`src/rtl/rgb_pwm_driver.sv`:
```
// RGB565 to three-channel PWM LED driver with period-aligned shadow duties and a frame strobe.
// Define RGB_PWM_ACTIVE_LOW_EN for active-low (common-anode) LED pins; default is active-high.
module rgb_pwm_driver #(
    parameter int unsigned PRESCALE = 16
) (
    input  logic        clk,
    input  logic        rst_n,
    input  logic [15:0] rgb,
    input  logic        en,
    output logic        led_r,
    output logic        led_g,
    output logic        led_b,
    output logic        frame
);

    localparam int unsigned PreW = (PRESCALE > 1) ? $clog2(PRESCALE) : 1;
    localparam logic [PreW-1:0] PreMax = PreW'(PRESCALE - 1);

`ifdef RGB_PWM_ACTIVE_LOW_EN
    localparam logic LedOff = 1'b1;
`else
    localparam logic LedOff = 1'b0;
`endif

    typedef enum logic [0:0] {StIdle, StRun} state_e;

    state_e          state_q, state_d;
    logic [PreW-1:0] pre_q, pre_d;
    logic [5:0]      step_q, step_d;
    logic [5:0]      sh_r_q, sh_r_d;
    logic [5:0]      sh_g_q, sh_g_d;
    logic [5:0]      sh_b_q, sh_b_d;
    logic            led_r_q, led_r_d;
    logic            led_g_q, led_g_d;
    logic            led_b_q, led_b_d;
    logic            frame_q, frame_d;

    logic [5:0] duty_r, duty_g, duty_b;
    logic       tick;
    logic       wrap;

    // 5-bit channels replicate their MSB so full scale maps to 63.
    assign duty_r = {rgb[15:11], rgb[15]};
    assign duty_g = rgb[10:5];
    assign duty_b = {rgb[4:0], rgb[4]};

    assign tick = (pre_q == PreMax);
    assign wrap = tick && (step_q == 6'd63);

    always_comb begin
        state_d = en ? StRun : StIdle;
        pre_d   = pre_q;
        step_d  = step_q;
        sh_r_d  = sh_r_q;
        sh_g_d  = sh_g_q;
        sh_b_d  = sh_b_q;
        led_r_d = LedOff;
        led_g_d = LedOff;
        led_b_d = LedOff;
        frame_d = 1'b0;

        if (!en) begin
            // Idle tracks rgb continuously so the first run period uses the latest colour.
            pre_d  = '0;
            step_d = '0;
            sh_r_d = duty_r;
            sh_g_d = duty_g;
            sh_b_d = duty_b;
        end else begin
            if (tick) begin
                pre_d  = '0;
                step_d = step_q + 6'd1;
            end else begin
                pre_d  = pre_q + 1'b1;
            end
            if (wrap) begin
                sh_r_d = duty_r;
                sh_g_d = duty_g;
                sh_b_d = duty_b;
            end
            led_r_d = LedOff ^ (step_q < sh_r_q);
            led_g_d = LedOff ^ (step_q < sh_g_q);
            led_b_d = LedOff ^ (step_q < sh_b_q);
            frame_d = wrap || (state_q == StIdle);
        end
    end

    always_ff @(posedge clk or negedge rst_n) begin
        if (!rst_n) begin
            state_q <= StIdle;
            pre_q   <= '0;
            step_q  <= '0;
            sh_r_q  <= '0;
            sh_g_q  <= '0;
            sh_b_q  <= '0;
            led_r_q <= LedOff;
            led_g_q <= LedOff;
            led_b_q <= LedOff;
            frame_q <= 1'b0;
        end else begin
            state_q <= state_d;
            pre_q   <= pre_d;
            step_q  <= step_d;
            sh_r_q  <= sh_r_d;
            sh_g_q  <= sh_g_d;
            sh_b_q  <= sh_b_d;
            led_r_q <= led_r_d;
            led_g_q <= led_g_d;
            led_b_q <= led_b_d;
            frame_q <= frame_d;
        end
    end

    assign led_r = led_r_q;
    assign led_g = led_g_q;
    assign led_b = led_b_q;
    assign frame = frame_q;

endmodule

```
`config.mk`:
```
export PLATFORM = sky130hd
export DESIGN_NAME = rgb_pwm_driver
export DESIGN_NICKNAME = d
export VERILOG_FILES = /design/src/rtl/rgb_pwm_driver.sv
export SDC_FILE = /design/constraint.sdc
export NUM_CORES = 1
export LEC_CHECK = 0
export ABC_CLOCK_PERIOD_IN_PS = 2000
export CAP_MARGIN = 40
export CORE_AREA = 2 2 64 66
export CTS_BUF_LIST = sky130_fd_sc_hd__clkbuf_4 sky130_fd_sc_hd__clkbuf_8
export DETAILED_ROUTE_END_ITERATION = 16
export DIE_AREA = 0 0 66 68
export PLACE_DENSITY = 0.73
export SLEW_MARGIN = 20
export SYNTH_ARGS = -nofsm -noshare
export SYNTH_HDL_FRONTEND = slang
export SYNTH_SLANG_ARGS = --single-unit
```
`constraint.sdc`:
```
create_clock -name clk -period 2 [get_ports clk]
set_input_delay 0.6 -clock clk [delete_from_list [all_inputs] [get_ports clk]]
set_output_delay 0.6 -clock clk [all_outputs]
set_load 0.005 [all_outputs]
```
==> results.yml <==
yosys:
  synthTopCellsByCount: "dfrtp_1 (31), ha_1 (17), inv_1 (16)"
  yosysTopAreaCellShare: 0.4669
  synthFlopType: "dfrtp_1"
  yosysWarningCount: 0
  synth_top_cell_by_area: "dfrtp_1"
  netlist_top_cells_area: "dfrtp_1 (47%), ha_1 (13%), mux2_4 (9.0%), mux2_2 (4.1%), inv_1 (3.6%)"
  ys_seq_elements: 31
  synth_edf_count: 0
  syn_nets: 177
  ys_seq_area_frac: 0.4669
  ys_types: 31
  synth_cells: 141
  synth_most_common_cell: "dfrtp_1"
  syn_area_sq_um: 1662
  synthArstFlopShare: 1.000
  syn_avg_cell_area_sq_um: 11.78
timing:
  finalSetupViolations: 0
  rsz0062_at_grt: "no"
  post-route-period-util: 0.9270
  worst_slack_ns: 0.1460
  hold_viol: 0
  skew_ns: 0.007282
  fmax_mhz: 539.4
  max_slew.worst_pin.slew_ns: 0.3950
  relSlewSlack: 0.7367
  finalCriticalPeriod_ns: 1.854
  tns_ns: 0
  drv_slew: 0
die:
  initial_core_util: 0.4309
  core_sq_um: 3856
  num_rows: 23
  die_h_um: 68
  floorplan.die_area_sq_um: 4488
  fp.dieW_um: 66
  num_io_pins: 23
clock_tree:
  post_cts_buffers: 0
  cts_max_level: 2
  cts_sinks: 31
  cts_root_buf: "clkbuf_8"
  clk_latency_ns: 0.29
  cts_tree: "built"
  clk_pin_slew_ns: 0.06
  numCtsBuffers: 5
  cts_hold_buf: 0
  cts_buffer_depth: 2
critical_path:
  r2r-start: "pre_q[0]"
  path_buf_inv: 0
  cp_slowest_cell: "or3_4"
  worstPathArrival_ns: 2.02
  critical_path_class: "register to register"
  critPathMaxStageDelay_ns: 0.44
  path_delay_family: "simple AND/OR/NAND/NOR gates"
  crit_fanout: 16
  critPathRequiredTime_ns: 2.16
  crit_chain: "ha_1, nand4_2, or3_4, nand2_8, mux2_2"
  start_kind: "register"
  end_kind: "register"
  crit_start: "pre_q[0]"
grt:
  grt_first_pass_wirelength_um: 5181
  grt_pass1_vias: 1158
  grt_overflow_total: 0
  antenna_found_initial: 0
  grt_max_degree: 32
  track_usage: 0.1588
route:
  drc_errors: 0
  ant_nets: 0
  dr.pass1.iters: 4
  dr_total_vias: 1098
  wl_per_cell_um: 13.32
  drt_wl_total_um: 2997
  drtIter0Drc: 8
  avgViaCountPerCell: 4.880
power:
  ir_drop_mv: 0.4856
  power_density_nw_per_um2: 660.3
  p_leak_nw: 1.043
final_layout:
  layoutNonFillerInstCount: 225
  fill_cells: 358
  layout.nets: 211
  syn_to_final_growth_pct: 24.77
  drive_above_1_share: 0.2114
  n_antenna_cell: 0
  final_area_sq_um: 2073
worst_hold_path:
  min-delay-start: "state_q"
  min_path_type: "register to register"
placed_design:
  post-place-ws_ns: 0.06575
  dp.cells: 218
  placed_area_sq_um: 1977
  dpl.hpwl_um: 2248
  gp_congestion: 0.7941
  io_buffers: 22
outcome:
  status: "complete, no violations"
job:
  max-cap-violations: 0
## layout make-up
class                   count  area (sq um)  share of cell area
clock inverters             1         5.005            0.002414
repair buffers             30         280.3              0.1352
flip-flops and latches     31         775.7              0.3742
well taps                  50         62.56             0.03017
clock buffers               6         82.58             0.03983
multi-input cells          91         807.0              0.3893
inverters                  16         60.06             0.02897
## timing repair
item                                   in CTS  in global routing
gates resized for setup                     0                  1
setup endpoints to repair                   0                  4
endpoints found under the hold margin       0                  0
## cells in the final DEF, fill, tap and decap left out, types with 5 or more instances in the layout
| cell | netlist | final |
|---|---|---|
| nand2_1 | 7 | 7 |
| clkdlybuf4s50_1 | 0 | 22 |
| nor2_1 | 5 | 5 |
| mux2_4 | 10 | 10 |
| clkbuf_8 | 0 | 6 |
| ha_1 | 17 | 17 |
| dfrtp_1 | 31 | 31 |
| buf_4 | 0 | 8 |
| o21ai_0 | 6 | 6 |
| mux2_2 | 6 | 6 |
| and2_1 | 6 | 6 |
| inv_1 | 16 | 16 |
## registers in the layout, summed over array words and instances (netlist names)
signal,flops
state_q,1
sh_r_q,5
led_g,1
sh_b_q,5
step_q,6
sh_g_q,6
led_b,1
pre_q,4
led_r,1
frame,1
## path summary, 6_finish.rpt
check,to,slack [ns],depth (start not counted)
max reg2reg,sh_b_q[3],0.15,5
max,sh_b_q[3],0.15,5
max in group asynchronous,led_r,1.00,2
min in group asynchronous,pre_q[2],0.71,2
min,frame,0.44,1
min reg2reg,frame,0.44,1
## stage by stage
stage          hold slack (ns)    util  total power, mW
6_report                0.4385  0.5376            1.369
5_1_grt                 0.4690  0.5376            1.446
4_1_cts                 0.4427  0.5354            1.385
3_5_place_dp            0.4369  0.5127           0.8920
3_3_place_gp            0.4309  0.5127           0.8794
2_1_floorplan           0.3044       -           0.8081
## cells by family after synthesis
logic type / count (synthesis) / share of synthesized area
AND/OR/NAND/NOR: 35 / 0.1265
XOR/XNOR: 4 / 0.02109
adder cells (fa/ha/maj): 17 / 0.1280
multiplexers: 17 / 0.1370
buffers and inverters: 19 / 0.05271
flip-flops: 31 / 0.4669
AO/OA/AOI/OAI: 18 / 0.06777
## metal layers
metal / GRT usage / routed length, um
met1: 0.1799 / 1233
met2: 0.2727 / 1573
met3: 0.05099 / 128
met4: 0.07653 / 62
met5: 0 / 0
## power by group
part,internal (mW),switching [mW]
combinational,0.112,0.0732
sequential,0.670,0.0243
clock,0.269,0.220
total,1.05,0.318
Power figures use the tool's default switching activity.
